File: src/rtl/huffman_canon_decoder_pkg.sv
// Shared constants for the canonical-Huffman decoder: default build sizes, cfg_sel encodings,
// decode-state type and the reset-time code table (7 symbols, lengths 2/2/3/3/3/4/4).
package huffman_pkg;

  localparam int DEF_SYM_W   = 3;
  localparam int DEF_MAX_LEN = 4;

  localparam logic CFG_SEL_COUNT = 1'b0;
  localparam logic CFG_SEL_SYM   = 1'b1;

  typedef enum logic {
    ST_IDLE,
    ST_ACC
  } dec_state_t;

  // Number of codes of length len_idx+1 in the power-up table; sym[i]=i.
  function automatic int def_count(input int len_idx);
    case (len_idx)
      1:       return 2;
      2:       return 3;
      3:       return 2;
      default: return 0;
    endcase
  endfunction

endpackage

File: src/rtl/huffman_canon_decoder_if.sv
// Decoder bus: table config port, serial code-bit input (valid/ready), symbol output (valid/ready)
// and status. master drives bits/config/out_ready, slave is the decoder.
interface huffman_canon_decoder_if #(
  parameter int SYM_W = 3,
  parameter int CNT_W = SYM_W + 1
);
  logic             cfg_we;
  logic             cfg_sel;
  logic [SYM_W-1:0] cfg_addr;
  logic [CNT_W-1:0] cfg_data;
  logic             in_valid;
  logic             in_bit;
  logic             in_ready;
  logic             out_valid;
  logic [SYM_W-1:0] out_sym;
  logic             out_ready;
  logic             err_invalid;
  logic             busy;

  modport master (
    output cfg_we, cfg_sel, cfg_addr, cfg_data, in_valid, in_bit, out_ready,
    input  in_ready, out_valid, out_sym, err_invalid, busy
  );

  modport slave (
    input  cfg_we, cfg_sel, cfg_addr, cfg_data, in_valid, in_bit, out_ready,
    output in_ready, out_valid, out_sym, err_invalid, busy
  );
endinterface

File: src/rtl/huffman_canon_decoder_code_table.sv
// Per-length code counts and symbol table: single write port, combinational read, defaults at reset.
// Writes land on the clock edge; reads reflect the new contents from the following cycle.
module huffman_code_table
  import huffman_pkg::*;
#(
  parameter int SYM_W   = DEF_SYM_W,
  parameter int MAX_LEN = DEF_MAX_LEN,
  parameter int CNT_W   = SYM_W + 1,
  parameter int LEN_W   = 2
) (
  input  logic             Clock,
  input  logic             Reset,
  input  logic             i_we,
  input  logic             i_sel,
  input  logic [SYM_W-1:0] i_addr,
  input  logic [CNT_W-1:0] i_data,
  input  logic [LEN_W-1:0] i_len,
  input  logic [SYM_W-1:0] i_sym_addr,
  output logic [CNT_W-1:0] o_count,
  output logic [SYM_W-1:0] o_sym
);
  localparam int NUM_SYM = 2 ** SYM_W;
  localparam int NUM_LEN = 2 ** LEN_W;

  logic [CNT_W-1:0] r_count [NUM_LEN];
  logic [SYM_W-1:0] r_sym   [NUM_SYM];
  logic             w_len_ok;

  assign w_len_ok = (int'(i_addr) < MAX_LEN);

  // Count slots past MAX_LEN exist only to make the length index full-range; they stay zero.
  always_ff @(posedge Clock or posedge Reset) begin
    if (Reset) begin
      for (int i = 0; i < NUM_LEN; i++)
        r_count[i] <= (i < MAX_LEN) ? CNT_W'(def_count(i)) : '0;
      for (int i = 0; i < NUM_SYM; i++)
        r_sym[i] <= SYM_W'(i);
    end else if (i_we) begin
      if (i_sel == CFG_SEL_COUNT) begin
        if (w_len_ok)
          r_count[LEN_W'(i_addr)] <= i_data;
      end else begin
        r_sym[i_addr] <= i_data[SYM_W-1:0];
      end
    end
  end

  assign o_count = r_count[i_len];
  assign o_sym   = r_sym[i_sym_addr];

endmodule

File: src/rtl/huffman_canon_decoder.sv
// Bit-serial canonical-Huffman decoder: one code bit per cycle, symbol/error registered 1 cycle after
// the last bit. in_ready drops while an undelivered symbol is stalled or a table write is in progress.
module huffman_canon_decoder
  import huffman_pkg::*;
#(
  parameter int SYM_W   = DEF_SYM_W,
  parameter int MAX_LEN = DEF_MAX_LEN,
  parameter int CNT_W   = SYM_W + 1
) (
  input  logic                   Clock,
  input  logic                   Reset,
  huffman_canon_decoder_if.slave if_dec
);
  localparam int NUM_SYM = 2 ** SYM_W;
  localparam int LEN_W   = (MAX_LEN > 1) ? $clog2(MAX_LEN) : 1;
  localparam int CW      = MAX_LEN + 1;
  localparam int IW      = SYM_W + 1;
  localparam int WW      = CW + CNT_W + IW;

  dec_state_t         r_state, w_state_nxt;
  logic [MAX_LEN-1:0] r_code, w_code_nxt;
  logic [CW-1:0]      r_first, w_first_nxt;
  logic [IW-1:0]      r_index, w_index_nxt;
  logic [LEN_W-1:0]   r_len, w_len_nxt;
  logic               r_out_vld, w_out_vld_nxt;
  logic [SYM_W-1:0]   r_out_sym, w_out_sym_nxt;
  logic               r_err, w_err_nxt;

  logic               w_in_ready, w_accept, w_hit, w_ovf, w_last;
  logic [CNT_W-1:0]   w_count;
  logic [SYM_W-1:0]   w_sym;
  logic [CW-1:0]      w_c;
  logic [WW-1:0]      w_c_ext, w_first_ext, w_diff, w_sidx;

  huffman_code_table #(
    .SYM_W(SYM_W), .MAX_LEN(MAX_LEN), .CNT_W(CNT_W), .LEN_W(LEN_W)
  ) u_table (
    .Clock      (Clock),
    .Reset      (Reset),
    .i_we       (if_dec.cfg_we),
    .i_sel      (if_dec.cfg_sel),
    .i_addr     (if_dec.cfg_addr),
    .i_data     (if_dec.cfg_data),
    .i_len      (r_len),
    .i_sym_addr (w_sidx[SYM_W-1:0]),
    .o_count    (w_count),
    .o_sym      (w_sym)
  );

  assign w_in_ready = !(r_out_vld && !if_dec.out_ready) && !if_dec.cfg_we;
  assign w_accept   = if_dec.in_valid && w_in_ready;

  // Compare in a wide domain so c < first and oversize counts cannot wrap into a false match.
  assign w_c         = {r_code, if_dec.in_bit};
  assign w_c_ext     = WW'(w_c);
  assign w_first_ext = WW'(r_first);
  assign w_diff      = w_c_ext - w_first_ext;
  assign w_hit       = (w_c_ext >= w_first_ext) && (w_diff < WW'(w_count));
  assign w_sidx      = WW'(r_index) + w_diff;
  assign w_ovf       = (w_sidx >= WW'(NUM_SYM));
  assign w_last      = (r_len == LEN_W'(MAX_LEN - 1));

  always_comb begin
    w_state_nxt   = r_state;
    w_code_nxt    = r_code;
    w_first_nxt   = r_first;
    w_index_nxt   = r_index;
    w_len_nxt     = r_len;
    w_out_vld_nxt = r_out_vld && !if_dec.out_ready;
    w_out_sym_nxt = r_out_sym;
    w_err_nxt     = 1'b0;

    if (if_dec.cfg_we || w_accept) begin
      w_state_nxt = ST_IDLE;
      w_code_nxt  = '0;
      w_first_nxt = '0;
      w_index_nxt = '0;
      w_len_nxt   = '0;
    end

    if (w_accept && !if_dec.cfg_we) begin
      if (w_hit && !w_ovf) begin
        w_out_vld_nxt = 1'b1;
        w_out_sym_nxt = w_sym;
      end else if (w_hit || w_last) begin
        w_err_nxt = 1'b1;
      end else begin
        w_state_nxt = ST_ACC;
        w_code_nxt  = w_c[MAX_LEN-1:0];
        w_first_nxt = CW'((w_first_ext + WW'(w_count)) << 1);
        w_index_nxt = r_index + IW'(w_count);
        w_len_nxt   = r_len + LEN_W'(1);
      end
    end
  end

  always_ff @(posedge Clock or posedge Reset) begin
    if (Reset) begin
      r_state   <= ST_IDLE;
      r_code    <= '0;
      r_first   <= '0;
      r_index   <= '0;
      r_len     <= '0;
      r_out_vld <= 1'b0;
      r_out_sym <= '0;
      r_err     <= 1'b0;
    end else begin
      r_state   <= w_state_nxt;
      r_code    <= w_code_nxt;
      r_first   <= w_first_nxt;
      r_index   <= w_index_nxt;
      r_len     <= w_len_nxt;
      r_out_vld <= w_out_vld_nxt;
      r_out_sym <= w_out_sym_nxt;
      r_err     <= w_err_nxt;
    end
  end

  assign if_dec.in_ready    = w_in_ready;
  assign if_dec.out_valid   = r_out_vld;
  assign if_dec.out_sym     = r_out_sym;
  assign if_dec.err_invalid = r_err;
  assign if_dec.busy        = (r_state == ST_ACC);

endmodule

File: src/flat_wrapper.sv
// flat-port wrapper written by rule: the top's interface ports become plain ports
module huffman_canon_decoder_flat import huffman_pkg::*;
#(
  parameter int SYM_W   = DEF_SYM_W,
  parameter int MAX_LEN = DEF_MAX_LEN,
  parameter int CNT_W   = SYM_W + 1
)
  (Clock, Reset, if_dec_cfg_we, if_dec_cfg_sel, if_dec_cfg_addr, if_dec_cfg_data, if_dec_in_valid, if_dec_in_bit, if_dec_out_ready, if_dec_in_ready, if_dec_out_valid, if_dec_out_sym, if_dec_err_invalid, if_dec_busy);
  huffman_canon_decoder_if #(.SYM_W(SYM_W), .CNT_W(CNT_W)) if_dec_i ();
  input  logic Clock;
  input  logic Reset;
  input wire logic [$bits(if_dec_i.cfg_we)-1:0] if_dec_cfg_we;
  input wire logic [$bits(if_dec_i.cfg_sel)-1:0] if_dec_cfg_sel;
  input wire logic [$bits(if_dec_i.cfg_addr)-1:0] if_dec_cfg_addr;
  input wire logic [$bits(if_dec_i.cfg_data)-1:0] if_dec_cfg_data;
  input wire logic [$bits(if_dec_i.in_valid)-1:0] if_dec_in_valid;
  input wire logic [$bits(if_dec_i.in_bit)-1:0] if_dec_in_bit;
  input wire logic [$bits(if_dec_i.out_ready)-1:0] if_dec_out_ready;
  output wire logic [$bits(if_dec_i.in_ready)-1:0] if_dec_in_ready;
  output wire logic [$bits(if_dec_i.out_valid)-1:0] if_dec_out_valid;
  output wire logic [$bits(if_dec_i.out_sym)-1:0] if_dec_out_sym;
  output wire logic [$bits(if_dec_i.err_invalid)-1:0] if_dec_err_invalid;
  output wire logic [$bits(if_dec_i.busy)-1:0] if_dec_busy;
  assign if_dec_i.cfg_we = if_dec_cfg_we;
  assign if_dec_i.cfg_sel = if_dec_cfg_sel;
  assign if_dec_i.cfg_addr = if_dec_cfg_addr;
  assign if_dec_i.cfg_data = if_dec_cfg_data;
  assign if_dec_i.in_valid = if_dec_in_valid;
  assign if_dec_i.in_bit = if_dec_in_bit;
  assign if_dec_i.out_ready = if_dec_out_ready;
  assign if_dec_in_ready = if_dec_i.in_ready;
  assign if_dec_out_valid = if_dec_i.out_valid;
  assign if_dec_out_sym = if_dec_i.out_sym;
  assign if_dec_err_invalid = if_dec_i.err_invalid;
  assign if_dec_busy = if_dec_i.busy;
  huffman_canon_decoder #(.SYM_W(SYM_W), .MAX_LEN(MAX_LEN), .CNT_W(CNT_W)) u_core (.Clock(Clock), .Reset(Reset), .if_dec(if_dec_i));
endmodule
File: config.mk
export PLATFORM = sky130hd
export DESIGN_NAME = huffman_canon_decoder_flat
export DESIGN_NICKNAME = d
export VERILOG_FILES = /design/src/rtl/huffman_canon_decoder_pkg.sv /design/src/rtl/huffman_canon_decoder_if.sv /design/src/rtl/huffman_canon_decoder_code_table.sv /design/src/rtl/huffman_canon_decoder.sv /design/src/flat_wrapper.sv
export SDC_FILE = /design/constraint.sdc
export NUM_CORES = 1
export LEC_CHECK = 0
export ABC_AREA = 1
export ABC_CLOCK_PERIOD_IN_PS = 2400
export CAP_MARGIN = 5
export CORE_MARGIN = 5
export CORE_UTILIZATION = 50
export DETAILED_ROUTE_END_ITERATION = 12
export GPL_TIMING_DRIVEN = 0
export PLACE_DENSITY_LB_ADDON = 0.15
export SETUP_SLACK_MARGIN = 0.3
export SYNTH_ARGS = -nofsm -noshare
export SYNTH_HDL_FRONTEND = slang
export SYNTH_SLANG_ARGS = --single-unit
File: constraint.sdc
create_clock -name Clock -period 2.4 [get_ports Clock]
set_clock_uncertainty 0.2 [all_clocks]
set_input_delay 0.48 -clock Clock [delete_from_list [all_inputs] [get_ports Clock]]
set_output_delay 0.48 -clock Clock [all_outputs]
set_load 0.01 [all_outputs]
## Word-level counts from Yosys, hierarchy flattened

Index checks and enable logic that the tools add are counted.
W data, S select, Z words.

- Logic and storage cells: 95
- Register bits after elaboration: 61
- Input port bits: 14
- Output and inout bits: 7

- Reductions and logical operators: 17
- $add $sub $neg: 5
- Eq/ne operators: 1
- Magnitude comparators: 10
- Bitwise logic cells: 5
- Muxes and demuxes: 37

Operators by type and width:

| kind | number |
|---|---|
| $mux W4 | 11 |
| $bwmux W24 | 1 |
| $mux W5 | 4 |
| $bwmux W16 | 1 |
| $add A4 B13 Y13 | 1 |
| $ge A13 B4 Y1 const B | 1 |
| $lt A13 B4 Y1 | 1 |
| $bmux W3 S3 | 1 |
| $demux W3 S3 | 1 |
| $mux W1 | 9 |
| $mux W3 | 3 |
| $add A4 B4 Y4 | 2 |
| $bmux W4 S2 | 1 |
| $demux W4 S2 | 1 |
| $ge A4 B4 Y1 const B | 2 |
| $logic_and A1 B1 Y1 | 8 |
| $mux W2 | 4 |
| $not A3 Y4 | 2 |
| $ge A3 B3 Y1 const B | 2 |
| $not A2 Y3 | 2 |
| $sub A5 B5 Y6 | 1 |
| $ge A5 B5 Y1 | 1 |
| $logic_not A1 Y1 | 4 |
| $lt A4 B1 Y1 const B | 1 |
| other kinds (8) | 10 |

## Longest topological paths before layout

- Word-level depth: 10
- Depth in mapped cells: 19
- Gate-level depth less buffers: 19

## Hierarchy

A second synthesis with hierarchy kept.

- Cell total of the unflattened synthesis: 457
- Area total of the unflattened synthesis: 3528.4 um^2

Modules (own cells, without submodules):

| module | area an instance (um^2) | seq. area each (um^2) | times used | cells each |
|---|---|---|---|---|
| huffman_code_table | 1930.6 | 1021.0 | 1 | 256 |
| huffman_canon_decoder | 1597.8 | 525.5 | 1 | 201 |

## Worst setup path before layout

No wires, ideal clock.

- Path type: input-to-reg
- From: input port if_dec_in_bit
- To: register u_core.r_out_sym[0], in the netlist u_core.if_dec.out_sym[0]
- Buffers on the path: 1
- Library setup time: 0.117 ns
- Cell stages on the path: 12
- Setup slack: -0.441 ns
- Arrival: 2.524 ns
- Required time: 2.083 ns
- Path through: inv_1 ha_1 inv_1 fa_1 fa_1 clkbuf_1 inv_1 a21oi_1 a221o_1 nand2_1 nand3_1 nand2_1

- Longest elaborated chain between the ends: 6
- Elaborated cells on any way between the ends: 13
- Classes of those cells: 2 x add/sub; 3 x order compare; 3 x mux; 1 x bitwise; 4 x reduce/logical

RTL lines:

| element | RTL line | RTL |
|---|---|---|
| from (decl) | flat_wrapper.sv:17 | `input wire logic [$bits(if_dec_i.in_bit)-1:0] if_dec_in_bit;` |
| $sub A5 B5 Y6 | huffman_canon_decoder.sv:57 | `assign w_diff = w_c_ext - w_first_ext;` |
| $add A4 B13 Y13 | huffman_canon_decoder.sv:59 | `assign w_sidx = WW'(r_index) + w_diff;` |
| $ge A13 B4 Y1 or $not A3 Y4 (tied branches) | huffman_canon_decoder.sv:60, huffman_canon_decoder_code_table.sv:49 |  |
| $logic_not A1 Y1 or $bmux W3 S3 (tied branches) | huffman_canon_decoder.sv:82, huffman_canon_decoder_code_table.sv:49 |  |
| $logic_and A1 B1 Y1 or $mux W3 (tied branches) | huffman_canon_decoder.sv:82, huffman_canon_decoder_code_table.sv:49 |  |
| $reduce_and A2 Y1 (no line) or $mux W3 (tied branches) | - |  |
| to (signal assigned) | huffman_canon_decoder.sv:114 | `r_out_sym <= w_out_sym_nxt;` |
| to (decl) | huffman_canon_decoder.sv:26 | `logic [SYM_W-1:0] r_out_sym, w_out_sym_nxt;` |

Several ways; a longest one is shown, not always the timed one. The select of a mux whose other input is x is not followed.
A chain may end at the register's enable or synchronous reset.

## Worst setup path after layout

- From: register u_core.r_code[1]
- To: register u_core.r_out_vld, in the netlist u_core.if_dec.out_valid

- Longest elaborated chain between the ends: 7
- Elaborated cells on any way between the ends: 10
- Classes of those cells: 2 x add/sub; 3 x order compare; 2 x mux; 3 x reduce/logical

RTL lines:

| element | RTL line | RTL |
|---|---|---|
| from (decl) | huffman_canon_decoder.sv:21 | `logic [MAX_LEN-1:0] r_code, w_code_nxt;` |
| from (signal assigned) | huffman_canon_decoder.sv:109 | `r_code <= w_code_nxt;` |
| $sub A5 B5 Y6 | huffman_canon_decoder.sv:57 |  |
| $add A4 B13 Y13 | huffman_canon_decoder.sv:59 |  |
| $ge A13 B4 Y1 | huffman_canon_decoder.sv:60 | `assign w_ovf = (w_sidx >= WW'(NUM_SYM));` |
| $logic_not A1 Y1 | huffman_canon_decoder.sv:82 | `if (w_hit && !w_ovf) begin` |
| $logic_and A1 B1 Y1 (*) | huffman_canon_decoder.sv:82 |  |
| $mux W1 (*) | huffman_canon_decoder.sv:82 |  |
| $mux W1 (*) | huffman_canon_decoder.sv:81 | `if (w_accept && !if_dec.cfg_we) begin` |
| net u_core.w_out_vld_nxt | huffman_canon_decoder.sv:25 | `logic r_out_vld, w_out_vld_nxt;` |
| to (signal assigned) | huffman_canon_decoder.sv:113 | `r_out_vld <= w_out_vld_nxt;` |
| to (decl) | huffman_canon_decoder.sv:25 |  |

The timed path passes the listed nets; every way through them passes the cells marked *.

==> impl_metrics.tcl <==
set metrics [dict create \
    clock_sinks 61 \
    arrival_ps 2840 \
    grt_setup_unrepaired "yes" \
    grt_pass1_wl_um 13610 \
    yosys_warnings 0 \
    end_kind "flop" \
    clk_latency_ps 350 \
    required_ps 2490 \
    grt_max_degree 62 \
    postRouteAntennaNets 0 \
    drt_wl_total_um 8042 \
    ff_latch_area_sq_mm 0.001548 \
    hp-class "in -> reg" \
    violations "negative setup slack" \
    yosysSeqAreaShare_pct 44.08 \
    numCtsBuffers 9 \
    overflow 0 \
    cp-start-kind "flop" \
    grt_pass1_vias 2911 \
    crit_top_cell "nand2_1" \
    path_class "reg -> reg" \
    hold_violations 0 \
    clockRootBuffer "clkbuf_8" \
    finalCritPeriodShare_pct 114.8 \
    syn-num-nets 461 \
    num_vias 2959 \
    reg2reg_depth 15 \
    vias_per_cell 5.219 \
    synthArstFlopShare_pct 100.0 \
    slew_headroom_pct 48.77 \
    power_mw 6.595 \
    fmax_mhz 362.9 \
    leakagePower_nw 2.033 \
    cts_buffer_depth 2 \
    drv_cap 0 \
    place_ws_ps -1225 \
    fin_nets 504 \
    whs_ps 242.8 \
    numPortBuffers 20 \
    ir_worst_vdd_mv 0.6740 \
    slowest_delay_ps 410 \
    tritoncts "yes" \
    path_cells "ha_4 > nand2_2 > nand2_2 > a31oi_1 > xnor2_1 > ha_1 > or2_4 > nand2_4 > nand3_2 > nand2_1 > nand2_1 > nor2_2 > nand4_1 > buf_4 > nand2_1" \
    die_area_sq_mm 0.008792 \
    tightest_slew_ps 762.0 \
    rows 30 \
    setup_viol 21 \
    area_delta_synth_final_pct 23.86 \
    ys_ff_latch 61 \
    hpwl_um 5574 \
    crit_slowest_cell "dfrtp_1" \
    chipHeight_um 93.77 \
    min_period_ps 2756 \
    start_util_pct 51.64 \
    layout_common_cells "118 x nand2_1, 44 x dfrtp_1, 42 x inv_1, 39 x o21ai_0, 25 x nand3_1" \
    drc_errors 0 \
    n_antenna_cell 0 \
    io_pins 21 \
    synthFlopType "dfrtp_1" \
    timing.final.ws_setup_ps -356.0 \
    slew_violations 0 \
    worst-path-max-fanout 4 \
    syn_inst 423 \
    drt_iter0_drc 181 \
    grt_usage_pct 19.69 \
    die_w_um 93.77 \
    drive_gt1_share_pct 22.93 \
    coreArea_sq_mm 0.006794 \
    htreeDepth 3 \
    syn-cell-area_sq_mm 0.003508 \
    wire_per_inst_um 14.18 \
    layout_commonest_cell "nand2_1" \
    p_per_area_mw_per_mm2 1518 \
    syn_avg_cell_area_sq_um 8.294 \
    synth_cell_types 37 \
    gp_congestion 0.8179 \
    synth_edf_count 0 \
    n_fill_cell 572 \
    hold_path_depth 3 \
    drtPass1Iterations 4 \
    clk_pin_slew_ps 70 \
    outcome "finished with violations" \
    grt_antenna_before_repair 0 \
    multi_input_area_sq_mm 0.001897 \
]
flip-flops by register name (all words and copies together), names as in the netlist:
signal                     cells
u_core.u_table.r_sym          24
u_core.r_index                 4
u_core.if_dec.err_invalid      1
u_core.if_dec.busy             1
u_core.r_len                   2
u_core.if_dec.out_sym          3
u_core.r_code                  4
u_core.r_first                 5
u_core.if_dec.out_valid        1
u_core.u_table.r_count        16
critical path, delay by kind of cell (launching register included):
family / cells / cell delay, ps
simple gates: 10 / 930
fa+ha+maj: 2 / 570
flops: 1 / 410
buf+inv: 1 / 210
xor+xnor: 1 / 190
compound gates: 1 / 180
cell usage after synthesis (3+ instances only):
| master | instances | share of area (%) |
|---|---|---|
| nand2_1 | 123 | 13 |
| dfstp_2 | 16 | 12 |
| a21oi_1 | 24 | 3.4 |
| xnor2_1 | 3 | 0.75 |
| a32oi_1 | 3 | 0.75 |
| o21ai_0 | 42 | 6.0 |
| ha_1 | 20 | 7.1 |
| nor2_1 | 16 | 1.7 |
| o21ai_2 | 8 | 2.0 |
| nand3_2 | 3 | 0.86 |
| clkbuf_1 | 5 | 0.54 |
| fa_1 | 4 | 2.3 |
| inv_1 | 51 | 5.5 |
| nand4_1 | 5 | 0.89 |
| a221o_1 | 3 | 0.86 |
| nand3_1 | 27 | 3.9 |
| dfrtp_1 | 45 | 32 |
power by group:
part           internal (mW)  leakage [nW]  switching (mW)
clock network          0.537         0.104           0.409
logic                   1.75          1.18            2.42
registers               1.32         0.750           0.163
stage by stage:
stage	utilization, %	cells	instance area [sq um]	TNS [ps]
after detailed placement	57.35	539	3896	-19020
after CTS	62.17	563	4224	-4115
after global routing	63.96	567	4345	-6624
after floorplan	-	423	3576	-1302
final	63.96	567	4345	-3679
after global placement	57.35	539	3896	-18700
final timing paths:
path / slack (ps) / to / startpoint
setup / recovery: -360 / u_core.if_dec.out_valid / u_core.r_code[1]
hold / removal: 240 / u_core.r_code[0] / if_dec_in_bit
setup reg to reg: -360 / u_core.if_dec.out_valid / u_core.r_code[1]
hold reg to reg: 270 / u_core.if_dec.out_sym[2] / u_core.if_dec.out_sym[2]
max in group asynchronous: 1080 / u_core.u_table.r_sym[16] / Reset
min in group asynchronous: 300 / u_core.if_dec.busy / Reset
kinds of logic (layout without fill, tap and decap cells):
group	count (synthesis)	count (layout)	synth area share [%]
simple gates	186	187	24.14
fa+ha+maj	24	24	9.415
flops	61	61	44.08
compound gates	84	84	13.87
buf+inv	63	110	7.240
xor+xnor	5	5	1.248
metal layers:
layer	part of all wire, %	vias up	GRT usage [%]
li1	-	1475	-
met1	46	1402	27.61
met2	47	73	30.69
met3	4.8	9	2.965
met4	1.6	0	7.461
met5	0	-	0
repair_timing:
action | CTS | global route
resized for setup | 23 | 17
hold buffers | 0 | 0
endpoints found under the setup margin | 21 | 21
setup buffers | 7 | 3
pin swaps | 16 | 12
cloned | 1 | 0
cell type report:
| class | count | share of cell area (%) |
|---|---|---|
| well taps | 96 | 2.764 |
| clock buffers | 13 | 3.657 |
| plain buffers | 9 | 1.353 |
| inverters | 54 | 5.269 |
| flip-flops and latches | 61 | 35.62 |
| clock inverters | 3 | 1.008 |
| repair buffers | 31 | 6.680 |
| multi-input cells | 300 | 43.65 |
Note: power is estimated with default switching activity, not from simulation.
